[src/rtl/multicycle_controller_if.sv]
// Memory-side handshake between the multi-cycle controller and the unified memory.
interface multicycle_controller_if;
    logic mem_req;
    logic mem_we;
    logic IorD;
    logic mem_ready;

    modport master (output mem_req, output mem_we, output IorD, input mem_ready);
    modport slave  (input mem_req, input mem_we, input IorD, output mem_ready);
endinterface

[src/rtl/multicycle_controller.sv]
// Control FSM for the multi-cycle MIPS-subset core: sequences ALU, register file and
// memory one step per state, with a memory watchdog and a sticky trap.
//
// state  | meaning
// IDLE   | one cycle after reset, no activity
// FETCH  | read instruction at PC, PC+4 into PC when memory answers
// DECODE | dispatch on opcode, precompute branch target
// MEMADR | effective address for LW/SW
// MEMRD  | data read at ALUOut
// MEMWB  | load data written to rt
// MEMWR  | data write at ALUOut, retires on ready
// REXEC  | R-type ALU operation
// ALUWB  | R-type result written to rd
// BRANCH | BEQ/BNE compare and conditional PC load
// ADDIEX | ADDI add
// ADDIWB | ADDI result written to rt
// JALS   | jump and link to r31
// JR     | jump to rs
// TRAP   | illegal opcode or memory timeout, left only by reset
module multicycle_controller #(
    parameter int MEM_WAIT_MAX = 15
) (
    input  logic                           clk,
    input  logic                           rst_n,
    input  logic [5:0]                     Opcode,
    input  logic [5:0]                     Funct,
    input  logic                           Zero,
    multicycle_controller_if.master        mem,
    output logic                           IRWrite,
    output logic                           PCWrite,
    output logic [1:0]                     PCSrc,
    output logic                           ALUSrcA,
    output logic [1:0]                     ALUSrcB,
    output logic [1:0]                     ALUOp,
    output logic                           RegWrite,
    output logic                           RegDest,
    output logic                           MemToReg,
    output logic                           JAL,
    output logic                           retire,
    output logic                           err
);

    localparam logic [5:0] OP_RTYPE = 6'b000000;
    localparam logic [5:0] OP_LW    = 6'b100011;
    localparam logic [5:0] OP_SW    = 6'b101011;
    localparam logic [5:0] OP_BEQ   = 6'b000100;
    localparam logic [5:0] OP_BNE   = 6'b000101;
    localparam logic [5:0] OP_ADDI  = 6'b001000;
    localparam logic [5:0] OP_JAL   = 6'b000011;
    localparam logic [5:0] FN_JR    = 6'b001000;

    localparam int            CW         = (MEM_WAIT_MAX < 2) ? 1 : $clog2(MEM_WAIT_MAX + 1);
    localparam logic [CW-1:0] WAIT_LIMIT = CW'(MEM_WAIT_MAX);
    localparam logic [CW-1:0] CNT_SAT    = '1;

    typedef enum logic [3:0] {
        IDLE, FETCH, DECODE, MEMADR, MEMRD, MEMWB, MEMWR,
        REXEC, ALUWB, BRANCH, ADDIEX, ADDIWB, JALS, JR, TRAP
    } state_t;

    state_t        state;
    logic [CW-1:0] wait_cnt;
    logic          req;
    logic          waiting;
    logic          wd_expire;

    assign waiting   = req && !mem.mem_ready;
    assign wd_expire = waiting && (MEM_WAIT_MAX != 0) && (wait_cnt == WAIT_LIMIT);

    always_ff @(posedge clk or negedge rst_n) begin
        if (!rst_n) begin
            state    <= IDLE;
            wait_cnt <= '0;
        end else begin
            // Counts only stalled request cycles; any ready or non-memory cycle clears it.
            if (waiting) begin
                if (wait_cnt != CNT_SAT) wait_cnt <= wait_cnt + 1'b1;
            end else begin
                wait_cnt <= '0;
            end

            case (state)
                IDLE:   state <= FETCH;
                FETCH: begin
                    if (wd_expire)          state <= TRAP;
                    else if (mem.mem_ready) state <= DECODE;
                end
                DECODE: begin
                    case (Opcode)
                        OP_RTYPE:       state <= (Funct == FN_JR) ? JR : REXEC;
                        OP_LW, OP_SW:   state <= MEMADR;
                        OP_BEQ, OP_BNE: state <= BRANCH;
                        OP_ADDI:        state <= ADDIEX;
                        OP_JAL:         state <= JALS;
                        default:        state <= TRAP;
                    endcase
                end
                MEMADR: state <= (Opcode == OP_SW) ? MEMWR : MEMRD;
                MEMRD: begin
                    if (wd_expire)          state <= TRAP;
                    else if (mem.mem_ready) state <= MEMWB;
                end
                MEMWR: begin
                    if (wd_expire)          state <= TRAP;
                    else if (mem.mem_ready) state <= FETCH;
                end
                REXEC:  state <= ALUWB;
                ADDIEX: state <= ADDIWB;
                MEMWB, ALUWB, BRANCH, ADDIWB, JALS, JR: state <= FETCH;
                TRAP:   state <= TRAP;
                default: state <= TRAP;
            endcase
        end
    end

    always_comb begin
        req      = 1'b0;
        mem.mem_we = 1'b0;
        mem.IorD = 1'b0;
        IRWrite  = 1'b0;
        PCWrite  = 1'b0;
        PCSrc    = 2'b00;
        ALUSrcA  = 1'b0;
        ALUSrcB  = 2'b00;
        ALUOp    = 2'b00;
        RegWrite = 1'b0;
        RegDest  = 1'b0;
        MemToReg = 1'b0;
        JAL      = 1'b0;
        retire   = 1'b0;
        err      = 1'b0;
        case (state)
            FETCH: begin
                req     = 1'b1;
                ALUSrcB = 2'b01;
                IRWrite = mem.mem_ready;
                PCWrite = mem.mem_ready;
            end
            DECODE: ALUSrcB = 2'b11;
            MEMADR: begin
                ALUSrcA = 1'b1;
                ALUSrcB = 2'b10;
            end
            MEMRD: begin
                req      = 1'b1;
                mem.IorD = 1'b1;
            end
            MEMWB: begin
                RegWrite = 1'b1;
                MemToReg = 1'b1;
                retire   = 1'b1;
            end
            MEMWR: begin
                req        = 1'b1;
                mem.mem_we = 1'b1;
                mem.IorD   = 1'b1;
                retire     = mem.mem_ready;
            end
            REXEC: begin
                ALUSrcA = 1'b1;
                ALUOp   = 2'b10;
            end
            ALUWB: begin
                RegWrite = 1'b1;
                RegDest  = 1'b1;
                retire   = 1'b1;
            end
            BRANCH: begin
                ALUSrcA = 1'b1;
                ALUOp   = 2'b01;
                PCSrc   = 2'b01;
                PCWrite = ((Opcode == OP_BEQ) && Zero) || ((Opcode == OP_BNE) && !Zero);
                retire  = 1'b1;
            end
            ADDIEX: begin
                ALUSrcA = 1'b1;
                ALUSrcB = 2'b10;
            end
            ADDIWB: begin
                RegWrite = 1'b1;
                retire   = 1'b1;
            end
            JALS: begin
                PCSrc    = 2'b10;
                PCWrite  = 1'b1;
                RegWrite = 1'b1;
                JAL      = 1'b1;
                retire   = 1'b1;
            end
            JR: begin
                PCSrc   = 2'b11;
                PCWrite = 1'b1;
                retire  = 1'b1;
            end
            TRAP:    err = 1'b1;
            default: ;
        endcase
        mem.mem_req = req;
    end

endmodule

[src/flat_wrapper.sv]
// flat-port wrapper written by rule: the top's interface ports become plain ports
module multicycle_controller_flat 
#(
    parameter int MEM_WAIT_MAX = 15
)
  (clk, rst_n, Opcode, Funct, Zero, IRWrite, PCWrite, PCSrc, ALUSrcA, ALUSrcB, ALUOp, RegWrite, RegDest, MemToReg, JAL, retire, err, mem_mem_req, mem_mem_we, mem_IorD, mem_mem_ready);
  multicycle_controller_if mem_i ();
  input  logic clk;
  input  logic rst_n;
  input  logic [5:0] Opcode;
  input  logic [5:0] Funct;
  input  logic Zero;
  output logic IRWrite;
  output logic PCWrite;
  output logic [1:0] PCSrc;
  output logic ALUSrcA;
  output logic [1:0] ALUSrcB;
  output logic [1:0] ALUOp;
  output logic RegWrite;
  output logic RegDest;
  output logic MemToReg;
  output logic JAL;
  output logic retire;
  output logic err;
  output wire logic [$bits(mem_i.mem_req)-1:0] mem_mem_req;
  output wire logic [$bits(mem_i.mem_we)-1:0] mem_mem_we;
  output wire logic [$bits(mem_i.IorD)-1:0] mem_IorD;
  input wire logic [$bits(mem_i.mem_ready)-1:0] mem_mem_ready;
  assign mem_mem_req = mem_i.mem_req;
  assign mem_mem_we = mem_i.mem_we;
  assign mem_IorD = mem_i.IorD;
  assign mem_i.mem_ready = mem_mem_ready;
  multicycle_controller #(.MEM_WAIT_MAX(MEM_WAIT_MAX)) u_core (.clk(clk), .rst_n(rst_n), .Opcode(Opcode), .Funct(Funct), .Zero(Zero), .mem(mem_i), .IRWrite(IRWrite), .PCWrite(PCWrite), .PCSrc(PCSrc), .ALUSrcA(ALUSrcA), .ALUSrcB(ALUSrcB), .ALUOp(ALUOp), .RegWrite(RegWrite), .RegDest(RegDest), .MemToReg(MemToReg), .JAL(JAL), .retire(retire), .err(err));
endmodule
[config.mk]
export PLATFORM = sky130hd
export DESIGN_NAME = multicycle_controller_flat
export DESIGN_NICKNAME = d
export VERILOG_FILES = /design/src/rtl/multicycle_controller_if.sv /design/src/rtl/multicycle_controller.sv /design/src/flat_wrapper.sv
export SDC_FILE = /design/constraint.sdc
export NUM_CORES = 1
export LEC_CHECK = 0
export BUFFER_PORTS_ARGS = -buffer_cell sky130_fd_sc_hd__buf_4
export CORE_MARGIN = 1.5
export CORE_UTILIZATION = 52
export DETAILED_ROUTE_END_ITERATION = 10
export PLACE_DENSITY = 0.81
export SLEW_MARGIN = 20
export SYNTH_ARGS = -nofsm -noshare
export SYNTH_HDL_FRONTEND = slang
export SYNTH_SLANG_ARGS = --single-unit
[constraint.sdc]
create_clock -name clk -period 3.46 [get_ports clk]
set_clock_uncertainty 0.15 [all_clocks]
set_input_delay 0.173 -clock clk [delete_from_list [all_inputs] [get_ports clk]]
set_output_delay 0.173 -clock clk [all_outputs]
set_load 0.05 [all_outputs]
==> results of run 1 <==
-- power by group through the flow --
stage / sequential [mW] / combinational (mW) / clock, mW
2_1_floorplan: 0.148 / 0.623 / 0
3_3_place_gp: 0.219 / 0.736 / 0
3_5_place_dp: 0.223 / 0.749 / 0
4_1_cts: 0.220 / 0.753 / 0.0737
5_1_grt: 0.236 / 0.811 / 0.0796
6_report: 0.227 / 0.759 / 0.0708
-- synthesized netlist by cell type (2+ instances only) --
| cell | number | area share |
|---|---|---|
| sky130_fd_sc_hd__inv_1 | 3 | 0.012 |
| sky130_fd_sc_hd__nor2_1 | 25 | 0.10 |
| sky130_fd_sc_hd__a21boi_0 | 3 | 0.025 |
| sky130_fd_sc_hd__mux2i_1 | 2 | 0.022 |
| sky130_fd_sc_hd__o21ai_1 | 2 | 0.011 |
| sky130_fd_sc_hd__a31oi_1 | 6 | 0.041 |
| sky130_fd_sc_hd__nor2b_1 | 6 | 0.041 |
| sky130_fd_sc_hd__a21oi_1 | 5 | 0.027 |
| sky130_fd_sc_hd__and3_1 | 2 | 0.014 |
| sky130_fd_sc_hd__nand4_1 | 3 | 0.021 |
| sky130_fd_sc_hd__nor3b_1 | 4 | 0.033 |
| sky130_fd_sc_hd__nor3_2 | 2 | 0.022 |
| sky130_fd_sc_hd__nand2b_1 | 4 | 0.027 |
| sky130_fd_sc_hd__nand3_1 | 6 | 0.033 |
| sky130_fd_sc_hd__dfrtp_1 | 8 | 0.22 |
| sky130_fd_sc_hd__clkbuf_1 | 7 | 0.029 |
| sky130_fd_sc_hd__o21ai_0 | 10 | 0.055 |
| sky130_fd_sc_hd__nor3_1 | 7 | 0.038 |
| sky130_fd_sc_hd__nand2_1 | 12 | 0.049 |
-- placed cells by master, fill, tap and decap left out, drive strengths merged, types with 2 or more instances in the layout --
master / n
nor2: 25
nand3: 6
clkbuf: 3
o21ai: 12
nand2b: 5
nor2b: 6
buf: 33
nand4: 3
nand2: 12
a21boi: 3
nor3b: 4
a31oi: 6
a21oi: 5
inv: 3
nor3: 9
dfrtp: 8
and3: 2
or3: 2
mux2i: 2
-- logic make-up after synthesis --
logic type,share of synthesized area
xor+xnor,0.0192
mux,0.0342
compound gates,0.222
fa+ha+maj,0.0137
flops,0.219
simple gates,0.446
buf+inv,0.0465
-- critical path: cells and delay by family (launching register included) --
kind | cells | cell delay (ns)
AO/OA/AOI/OAI | 1 | 0.08
buffers and inverters | 1 | 0.23
flip-flops | 1 | 0.79
AND/OR/NAND/NOR | 3 | 0.49
-- worst max path at each step --
stage	from	to
after global placement	u_core.state[0]	u_core.wait_cnt[3]
after global routing	u_core.state[0]	PCWrite
after floorplan	u_core.state[1]	ALUSrcB[1]
after CTS	u_core.state[0]	PCWrite
final	u_core.state[0]	PCWrite
after detailed placement	u_core.state[0]	u_core.wait_cnt[3]
-- flip-flops by register name, indices dropped and copies added, names as in the netlist --
name / count
u_core.state: 4
u_core.wait_cnt: 4
-- routing by layer --
layer  vias to the layer above  track usage  share of wire
met2                        59        0.503           0.50
met4                         0       0.0941         0.0067
met1                       495        0.345           0.42
met3                         4       0.0560          0.076
met5                         -            0              0
li1                        548            -              -
-- cell type report --
| type | count | area (um2) | area share |
|---|---|---|---|
| flip-flops and latches | 8 | 200 | 0.169 |
| clock buffers | 3 | 22.5 | 0.0190 |
| well taps | 16 | 20.0 | 0.0169 |
| multi-input cells | 117 | 672 | 0.568 |
| repair buffers | 34 | 258 | 0.218 |
| inverters | 3 | 11.3 | 0.00951 |
-- through the flow --
step | cell area (um2) | setup WS, ns
3_3_place_gp | 1150 | 1.55
4_1_cts | 1180 | 1.31
5_1_grt | 1180 | 1.10
6_report | 1180 | 1.30
2_1_floorplan | 915 | 1.11
3_5_place_dp | 1150 | 1.46
==> tab_implementation.tex, run 1 <==
\begin{tabular}{lr}
\hline
Metric & Value \\
\hline
\multicolumn{2}{l}{\textbf{Run status}} \\
Result of the run & finished, final reports clean \\
\multicolumn{2}{l}{\textbf{STA}} \\
Final Slew Violations & 0 \\
Final count of hold timing violations & 0 \\
Total of endpoints with negative setup slack in the final report & 0 \\
Fin crit period & 2.16 ns \\
Final worst hold slack & 0.123 ns \\
Actual slew at the worst max-slew pin & 0.697 ns \\
Setup total negative slack & 0 ns \\
Setup repair after global routing missed its margin & false \\
Ratio of final minimum period to clock period & 0.626 \\
Fmax achieved & 462 MHz \\
Worst slew margin relative to its limit & 0.535 \\
\multicolumn{2}{l}{\textbf{Worst setup path}} \\
Highest cell delay on the worst timing path & 0.79 ns \\
R2R cell count & 4 \\
Worst Path Arrival & 1.84 ns \\
Type of the worst setup path & flip-flop to output pin \\
Element type at the critical path start & flip-flop \\
Cell with the largest stage delay on the worst path & sky130\_fd\_sc\_hd\_\_dfrtp\_1 \\
Endpoint class of the critical path & output pin \\
Setup slack, reg-to-reg & 1.42 ns \\
Worst path required time & 3.14 ns \\
Critical path fanouts, max & 24 \\
Series of cell instances along the critical path & nand2b\_4 -> nor3\_1 -> nand4\_1 -> o21ai\_0 -> buf\_4 \\
Reg-to-reg startpoint & u\_core.state[0] \\
Endpoint of the worst-slack reg-to-reg timing path & u\_core.wait\_cnt[3] \\
\multicolumn{2}{l}{\textbf{GRT}} \\
Aggregate global routing overflow & 0 \\
Antenna violations before repair & 0 \\
Number of global-route vias before repair & 1050 \\
Wire length of the first global-routing pass & 4280 um \\
Maximum number of pins on one net before global-route repair & 25 \\
Global Route Usage Sum & 0.286 \\
\multicolumn{2}{l}{\textbf{Synth}} \\
Most used flip-flop cell after synthesis & sky130\_fd\_sc\_hd\_\_dfrtp\_1 \\
Post-synth EDFFs & 0 \\
Syn Inst Count & 136 \\
Mean instance size in the synthesized netlist & 6.73 um2 \\
Post-synthesis cell area & 915 um2 \\
Register bit count reported by yosys & 8 \\
Warning count from the yosys run & 0 \\
Synth async-reset ratio & 1.00 \\
Sequential share of the synthesized area & 0.219 \\
Count of cell types in the netlist & 38 \\
Synthesized Nets & 153 \\
\multicolumn{2}{l}{\textbf{Clock network}} \\
TritonCTS buffer count & 3 \\
Number of sinks on the clock net & 8 \\
Number of resized instances in the post-cts repair step & 0 \\
Number of levels the H-tree was split into & 1 \\
Clock insertion delay at the later pin of the skew report & 0.25 ns \\
Cts-stage hold buffer count & 1 \\
Clock tree from TritonCTS & built \\
Maximum root-to-sink buffer count & 2 \\
Root buffer cell & sky130\_fd\_sc\_hd\_\_clkbuf\_4 \\
Number of setup buffers added after CTS & 0 \\
Clock slew seen by the registers of the worst setup and hold paths & 0.06 ns \\
\multicolumn{2}{l}{\textbf{Finish}} \\
Total of fill cells in the finished design & 125 \\
Util after Layout & 0.751 \\
Layout-stage area growth over the synthesis result & 29.4\% \\
Ant diodes & 0 \\
Proportion of layout cells with a drive suffix above 1 & 0.255 \\
\# nets final & 184 \\
Final Non-Filler Cells & 181 \\
\multicolumn{2}{l}{\textbf{Floorplan}} \\
Number of rows created at floorplan & 14 \\
DIE HEIGHT & 44.9 um \\
Area enclosed by the die boundary & 0.00202 mm2 \\
Starting Density & 0.580 \\
DIE WIDTH & 44.9 um \\
Core region area & 0.00158 mm2 \\
Top-level I/O count & 34 \\
\multicolumn{2}{l}{\textbf{Drt}} \\
Total Wirelength & 2540 um \\
Count of nets left with antenna violations after detail routing & 0 \\
Detail-routed net length per standard cell & 14.0 um \\
Vias per inst & 6.11 \\
Post-detailed-route DRC marker count & 0 \\
Vias after detailed routing & 1106 \\
TritonRoute pass-1 iters & 5 \\
Drt first-iter violations & 52 \\
\multicolumn{2}{l}{\textbf{Power and ir drop}} \\
Proportion of power drawn by flip-flops and latches & 0.215 \\
Net Sw Frac & 0.609 \\
Clock power share & 0.067 \\
Reported net switching power & 0.644 mW \\
Worst voltage drop across the vdd grid & 0.000453 V \\
Part of the power in combinational logic & 0.718 \\
Power Density & 893 mW/mm2 \\
Internal power contribution & 0.413 mW \\
Leakage component of the power & 0.524 nW \\
Tot Pwr & 1.06 mW \\
\multicolumn{2}{l}{\textbf{Placed design}} \\
Total half-perimeter wirelength after legalization and detailed placement & 1910 um \\
Port Buffers & 33 \\
Placed cells & 177 \\
Placer Congestion & 0.809 \\
\multicolumn{2}{l}{\textbf{Flow run}} \\
Maxcap violations & 0 \\
\multicolumn{2}{l}{\textbf{Worst hold path}} \\
Type of the worst min-delay path & input port to async pin \\
\hline
\end{tabular}
(Power assumes the default switching activity.)
==> run 2: changes to the inputs <==
--- a/config.mk
+++ b/config.mk
@@ -7,9 +7,9 @@
 export LEC_CHECK = 0
 export BUFFER_PORTS_ARGS = -buffer_cell sky130_fd_sc_hd__buf_4
 export CORE_MARGIN = 1.5
-export CORE_UTILIZATION = 52
+export CORE_UTILIZATION = 48
 export DETAILED_ROUTE_END_ITERATION = 10
-export PLACE_DENSITY = 0.81
+export PLACE_DENSITY = 0.75
 export SLEW_MARGIN = 20
 export SYNTH_ARGS = -nofsm -noshare
 export SYNTH_HDL_FRONTEND = slang
==> constraint.sdc (replaced) <==
create_clock -name clk -period 2 [get_ports clk]
set_clock_uncertainty 0.15 [all_clocks]
set_input_delay 0.1 -clock clk [delete_from_list [all_inputs] [get_ports clk]]
set_output_delay 0.1 -clock clk [all_outputs]
set_load 0.05 [all_outputs]
==> tab_implementation.tex, run 2 (same netlist as run 1, synthesis figures left out) <==
\begin{tabular}{lr}
\hline
Metric & Value \\
\hline
\multicolumn{2}{l}{\textbf{GRT}} \\
Global routing usage on met3 & 0.0471 (was 0.0560) \\
Antenna violations before repair & 0 (unchanged) \\
Global-route met2 utilization & 0.425 (was 0.503) \\
Wire length of the first global-routing pass & 3890 um (was 4280 um) \\
Global Route Usage Sum & 0.248 (was 0.286) \\
Busiest layer in global routing & met2 (unchanged) \\
Aggregate global routing overflow & 0 (unchanged) \\
Maximum number of pins on one net before global-route repair & 24 (was 25) \\
Number of global-route vias before repair & 912 (was 1050) \\
Met1 track demand over resource & 0.331 (was 0.345) \\
\multicolumn{2}{l}{\textbf{Finish}} \\
Multi-input gate area in the final layout & 679 um2 (was 672 um2) \\
Most common library cell in the layout ignoring fill and taps & sky130\_fd\_sc\_hd\_\_buf\_4 (unchanged) \\
Total of fill cells in the finished design & 162 (was 125) \\
Ant diodes & 0 (unchanged) \\
Largest regs & u\_core.state: 4 flops, u\_core.wait\_cnt: 4 flops (unchanged) \\
\# nets final & 186 (was 184) \\
Commonest non-fill, non-tap cells in the layout & sky130\_fd\_sc\_hd\_\_buf\_4, sky130\_fd\_sc\_hd\_\_nor2\_1, sky130\_fd\_sc\_hd\_\_nand2\_1 (unchanged) \\
Sequential cell area in the final layout & 203 um2 (was 200 um2) \\
Layout-stage area growth over the synthesis result & 33.4\% (was 29.4\%) \\
Proportion of layout cells with a drive suffix above 1 & 0.287 (was 0.255) \\
\multicolumn{2}{l}{\textbf{Power and ir drop}} \\
Internal power contribution & 0.751 mW (was 0.413 mW) \\
Worst voltage drop across the vdd grid & 0.000927 V (was 0.000453 V) \\
Clock power share & 0.066 (was 0.067) \\
Leakage component of the power & 0.534 nW (was 0.524 nW) \\
Net Sw Frac & 0.595 (was 0.609) \\
Reported net switching power & 1.10 mW (was 0.644 mW) \\
Part of the power in combinational logic & 0.766 (was 0.718) \\
Power Density & 1520 mW/mm2 (was 893 mW/mm2) \\
Proportion of power drawn by flip-flops and latches & 0.168 (was 0.215) \\
\multicolumn{2}{l}{\textbf{STA}} \\
Actual slew at the worst max-slew pin & 0.310 ns (was 0.697 ns) \\
Setup repair after global routing missed its margin & false (unchanged) \\
Setup total negative slack & 0 ns (unchanged) \\
Final count of hold timing violations & 0 (unchanged) \\
Total of endpoints with negative setup slack in the final report & 0 (unchanged) \\
Worst slew margin relative to its limit & 0.791 (was 0.535) \\
Final critical-path setup slack & 0.141 ns (was 1.30 ns) \\
Fin crit period & 1.86 ns \\
Ratio of final minimum period to clock period & 0.929 \\
Fmax achieved & 538 MHz \\
Final Slew Violations & 0 (unchanged) \\
\multicolumn{2}{l}{\textbf{Drt}} \\
Drt first-iter violations & 32 (was 52) \\
Count of nets left with antenna violations after detail routing & 0 (unchanged) \\
Vias per inst & 5.79 (was 6.11) \\
Total Wirelength & 2440 um (was 2540 um) \\
TritonRoute pass-1 iters & 4 (was 5) \\
Detail-routed net length per standard cell & 12.7 um (was 14.0 um) \\
Vias after detailed routing & 1112 (was 1106) \\
Post-detailed-route DRC marker count & 0 (unchanged) \\
\multicolumn{2}{l}{\textbf{Clock network}} \\
Clock insertion delay at the later pin of the skew report & 0.26 ns (was 0.25 ns) \\
Number of levels the H-tree was split into & 1 (unchanged) \\
Clock slew seen by the registers of the worst setup and hold paths & 0.06 ns (about the same) \\
Root buffer cell & sky130\_fd\_sc\_hd\_\_clkbuf\_4 (unchanged) \\
Number of sinks on the clock net & 8 (unchanged) \\
Number of setup buffers added after CTS & 0 (unchanged) \\
Maximum root-to-sink buffer count & 2 (unchanged) \\
TritonCTS buffer count & 3 (unchanged) \\
Clock tree from TritonCTS & built (unchanged) \\
\multicolumn{2}{l}{\textbf{Placed design}} \\
Post-Place Worst Slack & 0.167 ns (was 1.46 ns) \\
Placer Congestion & 0.840 (was 0.809) \\
Total half-perimeter wirelength after legalization and detailed placement & 1850 um (was 1910 um) \\
Port Buffers & 33 (unchanged) \\
\multicolumn{2}{l}{\textbf{Worst hold path}} \\
Type of the worst min-delay path & input port to async pin (unchanged) \\
\multicolumn{2}{l}{\textbf{Flow run}} \\
Maxcap violations & 0 (unchanged) \\
\multicolumn{2}{l}{\textbf{Floorplan}} \\
Starting Density & 0.518 (was 0.580) \\
DIE WIDTH & 46.7 um (was 44.9 um) \\
Number of rows created at floorplan & 15 (was 14) \\
DIE HEIGHT & 46.7 um (was 44.9 um) \\
Core region area & 0.00176 mm2 (was 0.00158 mm2) \\
Area enclosed by the die boundary & 0.00218 mm2 (was 0.00202 mm2) \\
Top-level I/O count & 34 (unchanged) \\
\multicolumn{2}{l}{\textbf{Run status}} \\
Result of the run & finished, final reports clean (unchanged) \\
\multicolumn{2}{l}{\textbf{Worst setup path}} \\
Worst path required time & 1.75 ns (was 3.14 ns) \\
Series of cell instances along the critical path & nand2b\_2 -> nor3\_1 -> nand4\_1 -> o21ai\_1 -> buf\_4 (was nand2b\_4 -> nor3\_1 -> nand4\_1 -> o21ai\_0 -> buf\_4) \\
Critical path fanouts, max & 15 (was 24) \\
Kind of cell adding the most delay to the critical path & simple AND/OR/NAND/NOR gates (was flip-flops) \\
Endpoint class of the critical path & output pin (unchanged) \\
Element type at the critical path start & flip-flop (unchanged) \\
Type of the worst setup path & flip-flop to output pin (unchanged) \\
Worst Path Arrival & 1.61 ns (was 1.84 ns) \\
Buffer and inverter count on the worst path & 1 (unchanged) \\
Setup slack, reg-to-reg & 0.15 ns (was 1.42 ns) \\
Cell with the largest stage delay on the worst path & sky130\_fd\_sc\_hd\_\_dfrtp\_2 (was sky130\_fd\_sc\_hd\_\_dfrtp\_1) \\
Highest cell delay on the worst timing path & 0.49 ns (was 0.79 ns) \\
\hline
\end{tabular}
-- run 2: layout make-up --
type,instances,share of cell area
well taps,25,0.0256
inverters,3,0.00923
flip-flops and latches,8,0.166
repair buffers,36,0.224
clock buffers,3,0.0185
multi-input cells,117,0.557
-- run 2: metrics by stage --
stage / hold WS [ns] / util / power (mW) / instances / instance area, um2
after floorplan: -0.346 / - / 1.35 / 136 / 920
after global placement: -0.230 / 0.670 / 1.70 / 188 / 1180
after detailed placement: -0.228 / 0.670 / 1.72 / 188 / 1180
after CTS: 0.0439 / 0.689 / 1.85 / 192 / 1220
after global routing: 0.0707 / 0.691 / 1.98 / 192 / 1220
final: 0.0536 / 0.691 / 1.86 / 192 / 1220
-- run 2: per-layer routing --
| layer | vias to the layer above | wire, um |
|---|---|---|
| li1 | 553 | - |
| met1 | 507 | 1020 |
| met2 | 48 | 1230 |
| met3 | 4 | 170 |
| met4 | 0 | 16 |
| met5 | - | 0 |
-- run 2: worst paths after layout --
path / from / end / cells past startpoint
min: rst_n / u_core.wait_cnt[0] / 2
max in group asynchronous: rst_n / u_core.state[2] / 2
min reg2reg: u_core.wait_cnt[0] / u_core.wait_cnt[0] / 2
min in group clk: mem_mem_ready / u_core.wait_cnt[0] / 3
max reg2reg: u_core.wait_cnt[0] / u_core.state[1] / 5
max: u_core.state[2] / PCWrite / 5
-- run 2: repair_timing --
| item | CTS | global route |
|---|---|---|
| hold buffers | 1 | 0 |
| gates resized for setup | 1 | 2 |
| endpoints found under the setup margin | 1 | 2 |
| hold endpoints to repair | 8 | 0 |
-- run 2: power groups by stage --
stage	Combinational, mW	Sequential, mW	Clock (mW)
2_1_floorplan	1.09	0.255	0
3_3_place_gp	1.39	0.304	0
3_5_place_dp	1.41	0.308	0
4_1_cts	1.42	0.307	0.123
5_1_grt	1.53	0.324	0.131
6_report	1.42	0.311	0.123
==> run 3: changes to the inputs <==
--- a/config.mk
+++ b/config.mk
@@ -7,9 +7,10 @@
 export LEC_CHECK = 0
 export BUFFER_PORTS_ARGS = -buffer_cell sky130_fd_sc_hd__buf_4
 export CORE_MARGIN = 1.5
-export CORE_UTILIZATION = 48
+export CORE_UTILIZATION = 51
+export CTS_BUF_LIST = sky130_fd_sc_hd__clkbuf_8
 export DETAILED_ROUTE_END_ITERATION = 10
-export PLACE_DENSITY = 0.75
+export PLACE_DENSITY = 0.79
 export SLEW_MARGIN = 20
 export SYNTH_ARGS = -nofsm -noshare
 export SYNTH_HDL_FRONTEND = slang
==> tab_implementation.tex, run 3 (same netlist as run 1, synthesis figures left out) <==
\begin{tabular}{lr}
\hline
Metric & Value \\
\hline
\multicolumn{2}{l}{\textbf{Drt}} \\
Drt first-iter violations & 24 (was 32) \\
Vias per inst & 5.83 (was 5.79) \\
Post-detailed-route DRC marker count & 0 (unchanged) \\
Vias after detailed routing & 1126 (was 1112) \\
Total Wirelength & 2490 um (was 2440 um) \\
Count of nets left with antenna violations after detail routing & 0 (unchanged) \\
TritonRoute pass-1 iters & 4 (unchanged) \\
Detail-routed net length per standard cell & 12.9 um (was 12.7 um) \\
\multicolumn{2}{l}{\textbf{Floorplan}} \\
Area enclosed by the die boundary & 0.00206 mm2 (was 0.00218 mm2) \\
Number of rows created at floorplan & 15 (unchanged) \\
Top-level I/O count & 34 (unchanged) \\
Starting Density & 0.536 (was 0.518) \\
Core region area & 0.00171 mm2 (was 0.00176 mm2) \\
DIE WIDTH & 45.4 um (was 46.7 um) \\
DIE HEIGHT & 45.4 um (was 46.7 um) \\
\multicolumn{2}{l}{\textbf{Placed design}} \\
Port Buffers & 33 (unchanged) \\
Placed Area & 0.00119 mm2 (was 0.00118 mm2) \\
Placer Congestion & 0.773 (was 0.840) \\
Post-Place Worst Slack & 0.156 ns (was 0.167 ns) \\
Total half-perimeter wirelength after legalization and detailed placement & 1890 um (was 1850 um) \\
\multicolumn{2}{l}{\textbf{Clock network}} \\
TritonCTS buffer count & 3 (unchanged) \\
Number of sinks on the clock net & 8 (unchanged) \\
Maximum root-to-sink buffer count & 2 (unchanged) \\
Root buffer cell & sky130\_fd\_sc\_hd\_\_clkbuf\_8 (was sky130\_fd\_sc\_hd\_\_clkbuf\_4) \\
Clock insertion delay at the later pin of the skew report & 0.23 ns (was 0.26 ns) \\
Clock slew seen by the registers of the worst setup and hold paths & 0.04 ns (was 0.06 ns) \\
Clock tree from TritonCTS & built (unchanged) \\
Number of setup buffers added after CTS & 0 (unchanged) \\
Number of levels the H-tree was split into & 1 (unchanged) \\
\multicolumn{2}{l}{\textbf{STA}} \\
Final Slew Violations & 0 (unchanged) \\
Fmax achieved & 529 MHz (was 538 MHz) \\
Ratio of final minimum period to clock period & 0.945 (was 0.929) \\
Total of endpoints with negative setup slack in the final report & 0 (unchanged) \\
Worst slew margin relative to its limit & 0.754 (was 0.791) \\
Final critical-path setup slack & 0.109 ns (was 0.141 ns) \\
Actual slew at the worst max-slew pin & 0.369 ns (was 0.310 ns) \\
Setup total negative slack & 0 ns (unchanged) \\
Setup repair after global routing missed its margin & false (unchanged) \\
Final count of hold timing violations & 0 (unchanged) \\
Fin crit period & 1.89 ns (was 1.86 ns) \\
\multicolumn{2}{l}{\textbf{Finish}} \\
Sequential cell area in the final layout & 201 um2 (was 203 um2) \\
\# nets final & 187 (was 186) \\
Ant diodes & 0 (unchanged) \\
Commonest non-fill, non-tap cells in the layout & sky130\_fd\_sc\_hd\_\_buf\_4, sky130\_fd\_sc\_hd\_\_nor2\_1, sky130\_fd\_sc\_hd\_\_nand2\_1 (unchanged) \\
Largest regs & u\_core.state: 4 flops, u\_core.wait\_cnt: 4 flops (unchanged) \\
Total of fill cells in the finished design & 148 (was 162) \\
Proportion of layout cells with a drive suffix above 1 & 0.286 (was 0.287) \\
Multi-input gate area in the final layout & 679 um2 (unchanged) \\
Layout-stage area growth over the synthesis result & 36.1\% (was 33.4\%) \\
Most common library cell in the layout ignoring fill and taps & sky130\_fd\_sc\_hd\_\_buf\_4 (unchanged) \\
Final instance area & 0.00124 mm2 (was 0.00122 mm2) \\
\multicolumn{2}{l}{\textbf{Power and ir drop}} \\
Reported net switching power & 1.12 mW (was 1.10 mW) \\
Power Density & 1560 mW/mm2 (was 1520 mW/mm2) \\
Proportion of power drawn by flip-flops and latches & 0.156 (was 0.168) \\
Leakage component of the power & 0.549 nW (was 0.534 nW) \\
Worst voltage drop across the vdd grid & 0.000885 V (was 0.000927 V) \\
Net Sw Frac & 0.577 (was 0.595) \\
Internal power contribution & 0.822 mW (was 0.751 mW) \\
Part of the power in combinational logic & 0.747 (was 0.766) \\
Clock power share & 0.097 (was 0.066) \\
\multicolumn{2}{l}{\textbf{Worst setup path}} \\
Reg-to-reg startpoint & u\_core.wait\_cnt[0] (unchanged) \\
Type of the worst setup path & flip-flop to flip-flop (was flip-flop to output pin) \\
Series of cell instances along the critical path & ha\_1 -> and3\_1 -> o311ai\_0 -> a21oi\_1 -> or3\_1 (was nand2b\_2 -> nor3\_1 -> nand4\_1 -> o21ai\_1 -> buf\_4) \\
Critical path fanouts, max & 5 (was 15) \\
Endpoint class of the critical path & flip-flop (was output pin) \\
Endpoint of the worst-slack reg-to-reg timing path & u\_core.state[1] (unchanged) \\
R2R cell count & 5 (unchanged) \\
Worst path required time & 1.95 ns (was 1.75 ns) \\
Startpoint of the worst setup timing path & u\_core.wait\_cnt[0] (was u\_core.state[2]) \\
Element type at the critical path start & flip-flop (unchanged) \\
Worst Path Arrival & 1.84 ns (was 1.61 ns) \\
Cell with the largest stage delay on the worst path & sky130\_fd\_sc\_hd\_\_dfrtp\_1 (was sky130\_fd\_sc\_hd\_\_dfrtp\_2) \\
Setup slack, reg-to-reg & 0.11 ns (was 0.15 ns) \\
Highest cell delay on the worst timing path & 0.42 ns (was 0.49 ns) \\
Kind of cell adding the most delay to the critical path & simple AND/OR/NAND/NOR gates (unchanged) \\
Buffer and inverter count on the worst path & 0 (was 1) \\
\multicolumn{2}{l}{\textbf{GRT}} \\
Number of global-route vias before repair & 962 (was 912) \\
Wire length of the first global-routing pass & 4090 um (was 3890 um) \\
Maximum number of pins on one net before global-route repair & 24 (unchanged) \\
Antenna violations before repair & 0 (unchanged) \\
Global Route Usage Sum & 0.271 (was 0.248) \\
Aggregate global routing overflow & 0 (unchanged) \\
\multicolumn{2}{l}{\textbf{Flow run}} \\
Maxcap violations & 0 (unchanged) \\
\multicolumn{2}{l}{\textbf{Run status}} \\
Result of the run & finished, final reports clean (unchanged) \\
\multicolumn{2}{l}{\textbf{Worst hold path}} \\
Type of the worst min-delay path & input port to async pin (unchanged) \\
\hline
\end{tabular}
-- run 3: changes by cell type in the layout (fill, tap and decap cells not counted) --
| cell | delta |
|---|---|
| sky130_fd_sc_hd__dfrtp_2 | -1 |
| sky130_fd_sc_hd__clkbuf_8 | +3 |
| sky130_fd_sc_hd__buf_4 | +1 |
| sky130_fd_sc_hd__clkbuf_4 | -3 |
| sky130_fd_sc_hd__dfrtp_1 | +1 |
-- run 3: what timing repair did --
action                                 CTS  global route
setup endpoints to repair                0             1
resized for setup                        0             2
hold buffers                             1             0
endpoints found under the hold margin    8             0
-- run 3: stage by stage --
step | power, mW | hold slack (ns) | std cells | util
2_1_floorplan | 1.35 | -0.346 | 136 | -
3_3_place_gp | 1.71 | -0.229 | 189 | 0.697
3_5_place_dp | 1.74 | -0.228 | 189 | 0.697
4_1_cts | 1.93 | 0.0875 | 193 | 0.727
5_1_grt | 2.07 | 0.106 | 193 | 0.729
6_report | 1.94 | 0.0791 | 193 | 0.729
-- run 3: power by group through the flow --
stage | Combinational [mW] | Clock (mW) | Sequential, mW
finish | 1.45 | 0.188 | 0.303
global route | 1.56 | 0.199 | 0.309
global placement | 1.41 | 0 | 0.291
floorplan | 1.09 | 0 | 0.255
detailed placement | 1.44 | 0 | 0.297
CTS | 1.44 | 0.190 | 0.295
-- run 3: how the worst max path moves through the flow --
stage	slack, ns	cells past startpoint	to
finish	0.11	5	u_core.state[1]
global placement	0.23	5	u_core.state[1]
CTS	0.11	5	PCWrite
detailed placement	0.16	5	u_core.state[1]
floorplan	-0.20	3	JAL
global route	0.01	5	u_core.state[1]
-- run 3: final cells by class --
type | count | area share
clock buffers | 3 | 0.0332
inverters | 3 | 0.00905
multi-input cells | 117 | 0.546
repair buffers | 37 | 0.225
flip-flops and latches | 8 | 0.162
well taps | 25 | 0.0251
-- run 3: metal layers --
| metal | part of all wire | up-vias | routed length [um] | GRT usage |
|---|---|---|---|---|
| li1 | - | 550 | - | - |
| met1 | 0.43 | 524 | 1060 | 0.355 |
| met2 | 0.52 | 50 | 1290 | 0.446 |
| met3 | 0.054 | 2 | 134 | 0.0640 |
| met4 | 0.0020 | 0 | 5 | 0.0706 |
| met5 | 0 | - | 0 | 0 |
